==> src/rtl/fetch_stage.sv <==
// IF stage and IF/ID pipeline register of a five-stage MIPS pipeline.
// Optional fetch range/alignment checking is enabled by defining FETCH_ALIGN_CHECK_EN.
module fetch_stage #(
  parameter logic [31:0] PC_RESET = 32'h0000_3000,
  parameter int unsigned IM_AW    = 10
) (
  input  logic             clk,
  input  logic             reset,
  input  logic             stall,
  input  logic             flush,
  input  logic [1:0]       pcsel_d,
  input  logic             br_eq_d,
  input  logic [31:0]      rs_data_d,
  output logic [IM_AW-1:0] im_addr,
  input  logic [31:0]      im_rdata,
  output logic [31:0]      pc_f,
  output logic [31:0]      instr_d,
  output logic [31:0]      pc_d,
  output logic [31:0]      pc8_d,
  output logic             valid_d,
  output logic             fetch_err_d
);

  logic [31:0] pc_q, instr_q, pc_d_q;
  logic        valid_q;
  logic [31:0] npc, seq_pc, br_target;
  logic        bad_fetch;
  logic        hold_pc;

  assign pc_f    = pc_q;
  assign instr_d = instr_q;
  assign pc_d    = pc_d_q;
  assign valid_d = valid_q;
  assign pc8_d   = pc_d_q + 32'd8;

  // Offset from the memory base; low two bits fall away in the shift.
  assign im_addr = IM_AW'((pc_q - PC_RESET) >> 2);

  assign seq_pc    = pc_q + 32'd4;
  assign br_target = pc_d_q + 32'd4 + {{14{instr_q[15]}}, instr_q[15:0], 2'b00};

  // Control transfers are resolved from the instruction held in ID.
  always_comb begin
    npc = seq_pc;
    if (valid_q) begin
      case (pcsel_d)
        2'b01:   if (br_eq_d) npc = br_target;
        2'b10:   npc = {pc_d_q[31:28], instr_q[25:0], 2'b00};
        2'b11:   npc = rs_data_d;
        default: npc = seq_pc;
      endcase
    end
  end

`ifdef FETCH_ALIGN_CHECK_EN
  logic        err_q;
  logic [32:0] im_end;

  assign im_end    = {1'b0, PC_RESET} + (33'd4 << IM_AW);
  assign bad_fetch = (pc_q[1:0] != 2'b00) || (pc_q < PC_RESET) || ({1'b0, pc_q} >= im_end);
  assign hold_pc   = err_q;
  assign fetch_err_d = err_q;

  // Sticky: once a bad fetch is seen the front end freezes until reset.
  always_ff @(posedge clk or negedge reset) begin
    if (!reset) begin
      err_q <= 1'b0;
    end else if (!flush && !stall && bad_fetch) begin
      err_q <= 1'b1;
    end
  end
`else
  assign bad_fetch   = 1'b0;
  assign hold_pc     = 1'b0;
  assign fetch_err_d = 1'b0;
`endif

  always_ff @(posedge clk or negedge reset) begin
    if (!reset) begin
      pc_q    <= PC_RESET;
      instr_q <= 32'd0;
      pc_d_q  <= PC_RESET;
      valid_q <= 1'b0;
    end else if (flush) begin
      instr_q <= 32'd0;
      valid_q <= 1'b0;
      pc_d_q  <= pc_q;
      if (!stall && !hold_pc) pc_q <= npc;
    end else if (!stall) begin
      pc_d_q <= pc_q;
      if (bad_fetch) begin
        instr_q <= 32'd0;
        valid_q <= 1'b0;
      end else begin
        instr_q <= im_rdata;
        valid_q <= 1'b1;
        if (!hold_pc) pc_q <= npc;
      end
    end
  end

endmodule

==> config.mk <==
export PLATFORM = sky130hd
export DESIGN_NAME = fetch_stage
export DESIGN_NICKNAME = d
export VERILOG_FILES = /design/src/rtl/fetch_stage.sv
export SDC_FILE = /design/constraint.sdc
export NUM_CORES = 1
export LEC_CHECK = 0
export ABC_AREA = 1
export BUFFER_PORTS_ARGS = -buffer_cell sky130_fd_sc_hd__buf_2
export CORE_MARGIN = 4
export CORE_UTILIZATION = 60
export DETAILED_ROUTE_END_ITERATION = 16
export PLACE_DENSITY_LB_ADDON = 0.25
export SKIP_CTS_REPAIR_TIMING = 1
export SLEW_MARGIN = 20
export SYNTH_ARGS = -nofsm -noshare
export SYNTH_HDL_FRONTEND = slang
export SYNTH_SLANG_ARGS = --single-unit
==> constraint.sdc <==
create_clock -name clk -period 7.9 [get_ports clk]
set_clock_uncertainty 0.2 [all_clocks]
set_input_delay 0 -clock clk [delete_from_list [all_inputs] [get_ports clk]]
set_output_delay 0 -clock clk [all_outputs]
set_load 0.01 [all_outputs]
# After elaboration in Yosys (flattened, before gate mapping)

Cells that the tools add are included.

Register bits: 97
Input bits: 71
Output and inout port bits: 140
Logic and storage cells: 22

Add/subtract/negate cells: 5
Equality and inequality tests: 4
Mux-type cells: 9

Operator list:

| cell                    | number |
|---|---|
| $mux W32                | 6 |
| $pmux W32 S3            | 1 |
| $add A32 B3 Y32 const B | 2 |
| $add A32 B32 Y32        | 1 |
| $add A32 B4 Y32 const B | 1 |
| $sub A12 B1 Y12 const B | 1 |
| $eq A2 B2 Y1 const B    | 2 |
| $eq A2 B1 Y1 const B    | 1 |
| $mux W1                 | 2 |
| $ne A2 B1 Y1 const B    | 1 |

# Depth between registers and ports, before layout

Gate-level depths: netlist (run 1).

Word-level depth: 5
Gate-level depth with buffers: 19
Gate-level depth less buffers: 19

# Worst setup path before layout (run 1)

No wires, ideal clock.

Path kind: register -> register
From: reg instr_q[15], in the netlist instr_d[15]
To: reg pc_q[28], in the netlist pc_f[28]
Setup time: 0.117 ns
Arrival time: 2.254 ns
Data required time: 7.583 ns
Setup slack: 5.329 ns
Cell stages (with the launch flop): 15
Buffers on the path: 0
Period minus slack after synthesis: 2.571 ns
Path through: dfrtp_1 > ha_1 > ha_1 > nand2_1 > inv_1 > a21oi_1 > nand2_1 > a21oi_1 > nand2_1 > nand2_1 > nand3_1 > nand2_1 > nand2_1 > nand2_1 > nand2_1

Cells in the longest elaborated chain, start to end: 4

RTL lines:

| item                   | line | text |
|---|---|---|
| from (decl)            | 24   | `logic [31:0] pc_q, instr_q, pc_d_q;` |
| from (signal assigned) | 95   | `instr_q <= im_rdata;` |
| $add A32 B32 Y32       | 40   | `assign br_target = pc_d_q + 32'd4 + {{14{instr_q[15]}}, instr_q[15:0], 2'b00};` |
| $mux W32               | 47   | `2'b01: if (br_eq_d) npc = br_target;` |
| $pmux W32 S3           | 46   | `case (pcsel_d)` |
| $mux W32               | 45   | `if (valid_q) begin` |
| to (signal assigned)   | 88   | `if (!stall && !hold_pc) pc_q <= npc;` |
| to (signal assigned)   | 97   | `if (!hold_pc) pc_q <= npc;` |
| to (decl)              | 24   |  |

Every way passes these cells.
A chain may end at the register's enable or synchronous reset.

# Worst setup path after layout (run 1)

From: reg instr_q[15], in the netlist instr_d[15]
To: reg pc_q[22], in the netlist pc_f[22]

The elaborated chain is that of the path after synthesis.

==> results.toml, run 1 <==
[status]
status = "finished, violations left"
failed_checks = "negative hold slack"

[grt]
antenna_found_initial = 0
grt_max_degree = 87
grt_util_all_layers = 0.391
grt_pass1_wl_um = 49400
grt_overflow = 0
grt_pass1_vias = 9236

[synth]
yosysUniqueCellTypes = 44
synth_top_area_share = 0.270
synth_cells = 1323
synth.largest_area_cell = "dfrtp_1"
avgSynthCellArea_um2 = 6.53
synth-edff-count = 0
synthArstFlopShare = 1.00
syn_area_mm2 = 0.00863
yosysWarningCount = 0
synthTopCellsByCount = "nand2_1, inv_1, nand3_1, nor2_1, dfrtp_1"
ys_ff_latch = 97
synth.most_common_cell = "nand2_1"
yosysSeqAreaShare = 0.282
synth_fp_nets = 1454
synthFlopType = "dfrtp_1"
synth_area_leaders = "dfrtp_1, nand2_1, nand3_1, ha_1, inv_1"

[clock_tree]
cts.sinks = 97
cts_buffer_depth = 2
root_buffer = "clkbuf_16"
cts_buffers = 9
cts_tree = "built"
clk_pin_slew_worst_paths_ps = 80
htree_levels = 3
clock_latency_ps = 370

[detailed_routing]
ant_nets = 0
dr.pass1.iters = 6
drtIter0Drc = 1214
wl_per_cell_um = 20.0
drc = 0
wl_um = 34400
vias = 10300
viasPerCell = 6.00

[sta]
tightestPinTransition_ps = 1040
rsz0062_at_grt = "no"
finalSetupViolations = 0
slew_headroom = 0.302
whs_ps = -38.0
fin_ws_ps = 4530
layout_min_cycle_time_ps = 3370
tns_ps = 0
maxSlewViolCount = 0
max_freq_mhz = 297
period_share = 0.427
finalHoldViolations = 21

[setup_path]
cp-start-kind = "flop"
required_ps = 7980
path_class = "flop to flop"
cp-end-kind = "flop"
crit_arrival_ps = 3450
rr_worst_depth = 12
worstPathMaxFanout = 18

[cells_and_area]
fin_util = 0.747
drive_above_1_share = 0.175
nNetsFinal = 1668
num-fill-cells = 1136
area_growth_pct = 21.1
design_area_mm2 = 0.0105
ff_latch_area_mm2 = 0.00243
multi_input_area_mm2 = 0.00520
diodes = 0

[placement]
port_buffers = 209
placement.cell_area_mm2 = 0.00968
post-place-ws_ps = 4590
dp_hpwl_um = 25300
place.gp.congestion = 1.10

[power_and_ir_drop]
power.density_mw_per_mm2 = 210
vdd_drop_max_mv = 0.181
p_leak_uw = 0.00574

[floorplan]
io_pins = 211
dieHeight_um = 128
fp.coreArea_mm2 = 0.0140
initial_core_util = 0.617
rows = 43
die_x_um = 128
die_area_mm2 = 0.0164

[hold_path]
min_path_cells = 5
hp-class = "input port to flop"

[run]
drv_cap = 0
## cell usage in the layout (no fill, tap or decap), types with 9 or more instances in the layout
cell and instances:
nand2_1 352, dfrtp_1 93, ha_1 59, inv_1 191, dlygate4sd3_1 45, nor2_1 98, xor2_1 38, nand3_1 151
xnor2_1 9, nand4_1 19, o21ai_0 85, buf_2 208, clkbuf_16 9, nor3_1 28, a21oi_1 54
## final timing paths
path                       slack [ps]           from    endpoint
max                              4530    instr_d[15]    pc_f[22]
min                               -40  rs_data_d[14]    pc_f[14]
max reg2reg                      4530    instr_d[15]    pc_f[22]
min reg2reg                       350       pc_f[13]    pc_f[13]
max in group asynchronous        6330          reset    pc_d[15]
min in group asynchronous         -20          reset  instr_d[6]
## cell families (layout without fill, tap and decap cells)
kind of cell,after synthesis,in the layout,share of synthesized area
AO/OA/AOI/OAI,175,175,0.112
XOR/XNOR,47,47,0.0477
adder cells (fa/ha/maj),60,60,0.0878
buffers and inverters,253,472,0.117
flip-flops,97,97,0.282
multiplexers,3,3,0.00391
other,1,1,0.000434
AND/OR/NAND/NOR,687,687,0.350
## metal layers
metal	up-vias	global-route usage	part of all wire
met2	789	0.623	0.46
met3	146	0.0846	0.11
met1	4696	0.503	0.38
met5	-	0	0
met4	0	0.193	0.056
li1	4700	-	-
## area by class of cell
class | instances | area share
multi-input cells | 973 | 0.497
flip-flops and latches | 97 | 0.233
repair buffers | 260 | 0.148
inverters | 196 | 0.0704
clock buffers | 9 | 0.0215
well taps | 180 | 0.0215
clock inverters | 7 | 0.00898
## critical path, cell delays in order, from the launching register on
cell and delay (ps):
dfrtp_1 800, ha_1 350, ha_1 380, nand2_1 130, inv_1 90, nand2_1 140, nor3_1 430, nand3_1 210
nand4_1 110, nand3_1 100, nand2_1 90, nand2_1 80, a21oi_1 170
## sequential cells by signal (all words and copies together), names as in the netlist
name,count
pc_d,32
instr_d,32
pc_f,32
valid_d,1
## power breakdown
| part | internal [µW] | switching [µW] |
|---|---|---|
| combinational | 351 | 630 |
| clock | 255 | 226 |
| sequential | 575 | 161 |
| total | 1180 | 1020 |
## per-stage QoR
stage | std cells | total power, µW
after global placement | 1661 | 1650
after global routing | 1722 | 2320
final | 1722 | 2200
after CTS | 1677 | 2140
after detailed placement | 1661 | 1670
after floorplan | 1323 | 1310
Note: power is estimated with default switching activity, not from simulation.
==> run 2, diff against run 1 <==
CORE_UTILIZATION = 55   (was 60)
clock period = 3.3 ns   (was 7.9 ns; I/O delays follow)
==> results.toml, run 2 (synthesis gave the netlist of run 1 again) <==
[hold_path]
hp-class = "input port to flop"
hold_path_end = "pc_f[14]"
worstHoldStart = "rs_data_d[14]"
min_path_cells = 5

[clock_tree]
cts_buffer_depth = 2
cts.sinks = 97
cts_tree = "built"
clk_pin_slew_worst_paths_ps = 90
root_buffer = "clkbuf_16"
cts_buffers = 9
clock_latency_ps = 370
htree_levels = 3

[sta]
rsz0062_at_grt = "no"
max_freq_mhz = 316
maxSlewViolCount = 0
whs_ps = -30.0
layout_min_cycle_time_ps = 3160
slew_headroom = 0.338
period_share = 0.958
fin_ws_ps = 138
tns_ps = 0
finalHoldViolations = 5
finalSetupViolations = 0
tightestPinTransition_ps = 990

[detailed_routing]
vias = 10500
viasPerCell = 5.85
dr.pass1.iters = 6
drtIter0Drc = 1119
wl_um = 35800
wl_per_cell_um = 19.9
ant_nets = 0
drc = 0

[grt]
grt_pass1_vias = 9249
grt_util_all_layers = 0.366
grt_max_degree = 61
grt_overflow = 0
grt_pass1_wl_um = 50600
antenna_found_initial = 0

[placement]
post-place-ws_ps = 194
placedCellCount = 1728
placement.cell_area_mm2 = 0.00999
port_buffers = 209
place.gp.congestion = 1.04
dp_hpwl_um = 27000

[setup_path]
r2r_slack_ps = 140
crit_start = "pc_d[3]"
r2r_end = "pc_f[11]"
worstPathMaxFanout = 5
required_ps = 3330
critPathMaxStageDelay_ps = 490
path_cells = "ha_1 -> ha_1 -> inv_1 -> fa_1 -> inv_1 -> nand3_1 -> nand3_1 -> nand2_1 -> nand2_1 -> xnor2_1 -> nor2_1 -> o21ai_0 -> a22oi_1"
cp-start-kind = "flop"
cp_slowest_cell = "dfrtp_1"
cp-end-kind = "flop"
path_class = "flop to flop"
r2r_start = "pc_d[3]"
crit_arrival_ps = 3200
rr_worst_depth = 13

[floorplan]
die_x_um = 133
initial_core_util = 0.564
io_pins = 211
dieHeight_um = 133
rows = 45
die_area_mm2 = 0.0178
fp.coreArea_mm2 = 0.0153

[cells_and_area]
layout_common_cells = "nand2_1, buf_2, inv_1, nand3_1, nor2_1"
area_growth_pct = 26.0
mostFrequentLayoutCell = "nand2_1"
nNetsFinal = 1711
multi_input_area_mm2 = 0.00520
design_area_mm2 = 0.0109
num-fill-cells = 1349
fin_util = 0.710
layout.cells.non_filler = 1796
ff_latch_area_mm2 = 0.00243
diodes = 0
drive_above_1_share = 0.194

[run]
drv_cap = 0

[power_and_ir_drop]
vdd_drop_max_mv = 0.378
power.density_mw_per_mm2 = 512
p_leak_uw = 0.00598

[status]
status = "finished, violations left"
failed_checks = "negative hold slack"
[run 2: changes by cell type in the layout (fill, tap and decap cells not counted), moves of 2 or more]
cell           delta
inv_8             -2
dlygate4sd3_1     +7
buf_4            +36
bufinv_16         +2
[run 2: per-stage QoR]
stage | hold slack [ps] | total power [µW]
global placement | -41.2 | 4110
global route | 1.37 | 5870
detailed placement | -39.4 | 4130
finish | -30.0 | 5570
floorplan | -496 | 3130
CTS | -435 | 5440
[run 2: final cells by class]
type	instances	area share
clock buffers	9	0.0207
well taps	211	0.0243
repair buffers	303	0.173
multi-input cells	973	0.478
flip-flops and latches	97	0.224
clock inverters	7	0.0124
inverters	196	0.0676
[run 2: worst max path at each step]
stage / end / slack [ps] / depth (start not counted)
2_1_floorplan: pc_f[28] / 730 / 14
3_3_place_gp: pc_f[19] / 170 / 16
3_5_place_dp: pc_f[19] / 190 / 16
4_1_cts: pc_f[19] / 170 / 16
5_1_grt: pc_f[25] / 20 / 16
6_report: pc_f[11] / 140 / 13
[run 2: layer usage]
metal  up-vias  share of wire  global-route usage
met4         0          0.064               0.207
li1       4783              -                   -
met5         -              0                   0
met3       141           0.11              0.0578
met1      4794           0.37               0.475
met2       784           0.45               0.584
[run 2: where the power goes]
| group | leakage, µW | switching [µW] | internal, µW |
|---|---|---|---|
| clock network | 0.000175 | 561 | 759 |
| logic | 0.00462 | 1630 | 936 |
| registers | 0.00118 | 303 | 1380 |
| total | 0.00598 | 2500 | 3070 |
[run 2: worst max-delay path, delay by kind of cell (launching register included)]
kind	cells	cell delay, ps
AND/OR/NAND/NOR	5	540
adder cells (fa/ha/maj)	3	970
buffers and inverters	2	250
XOR/XNOR	1	140
flip-flops	1	490
AO/OA/AOI/OAI	2	450
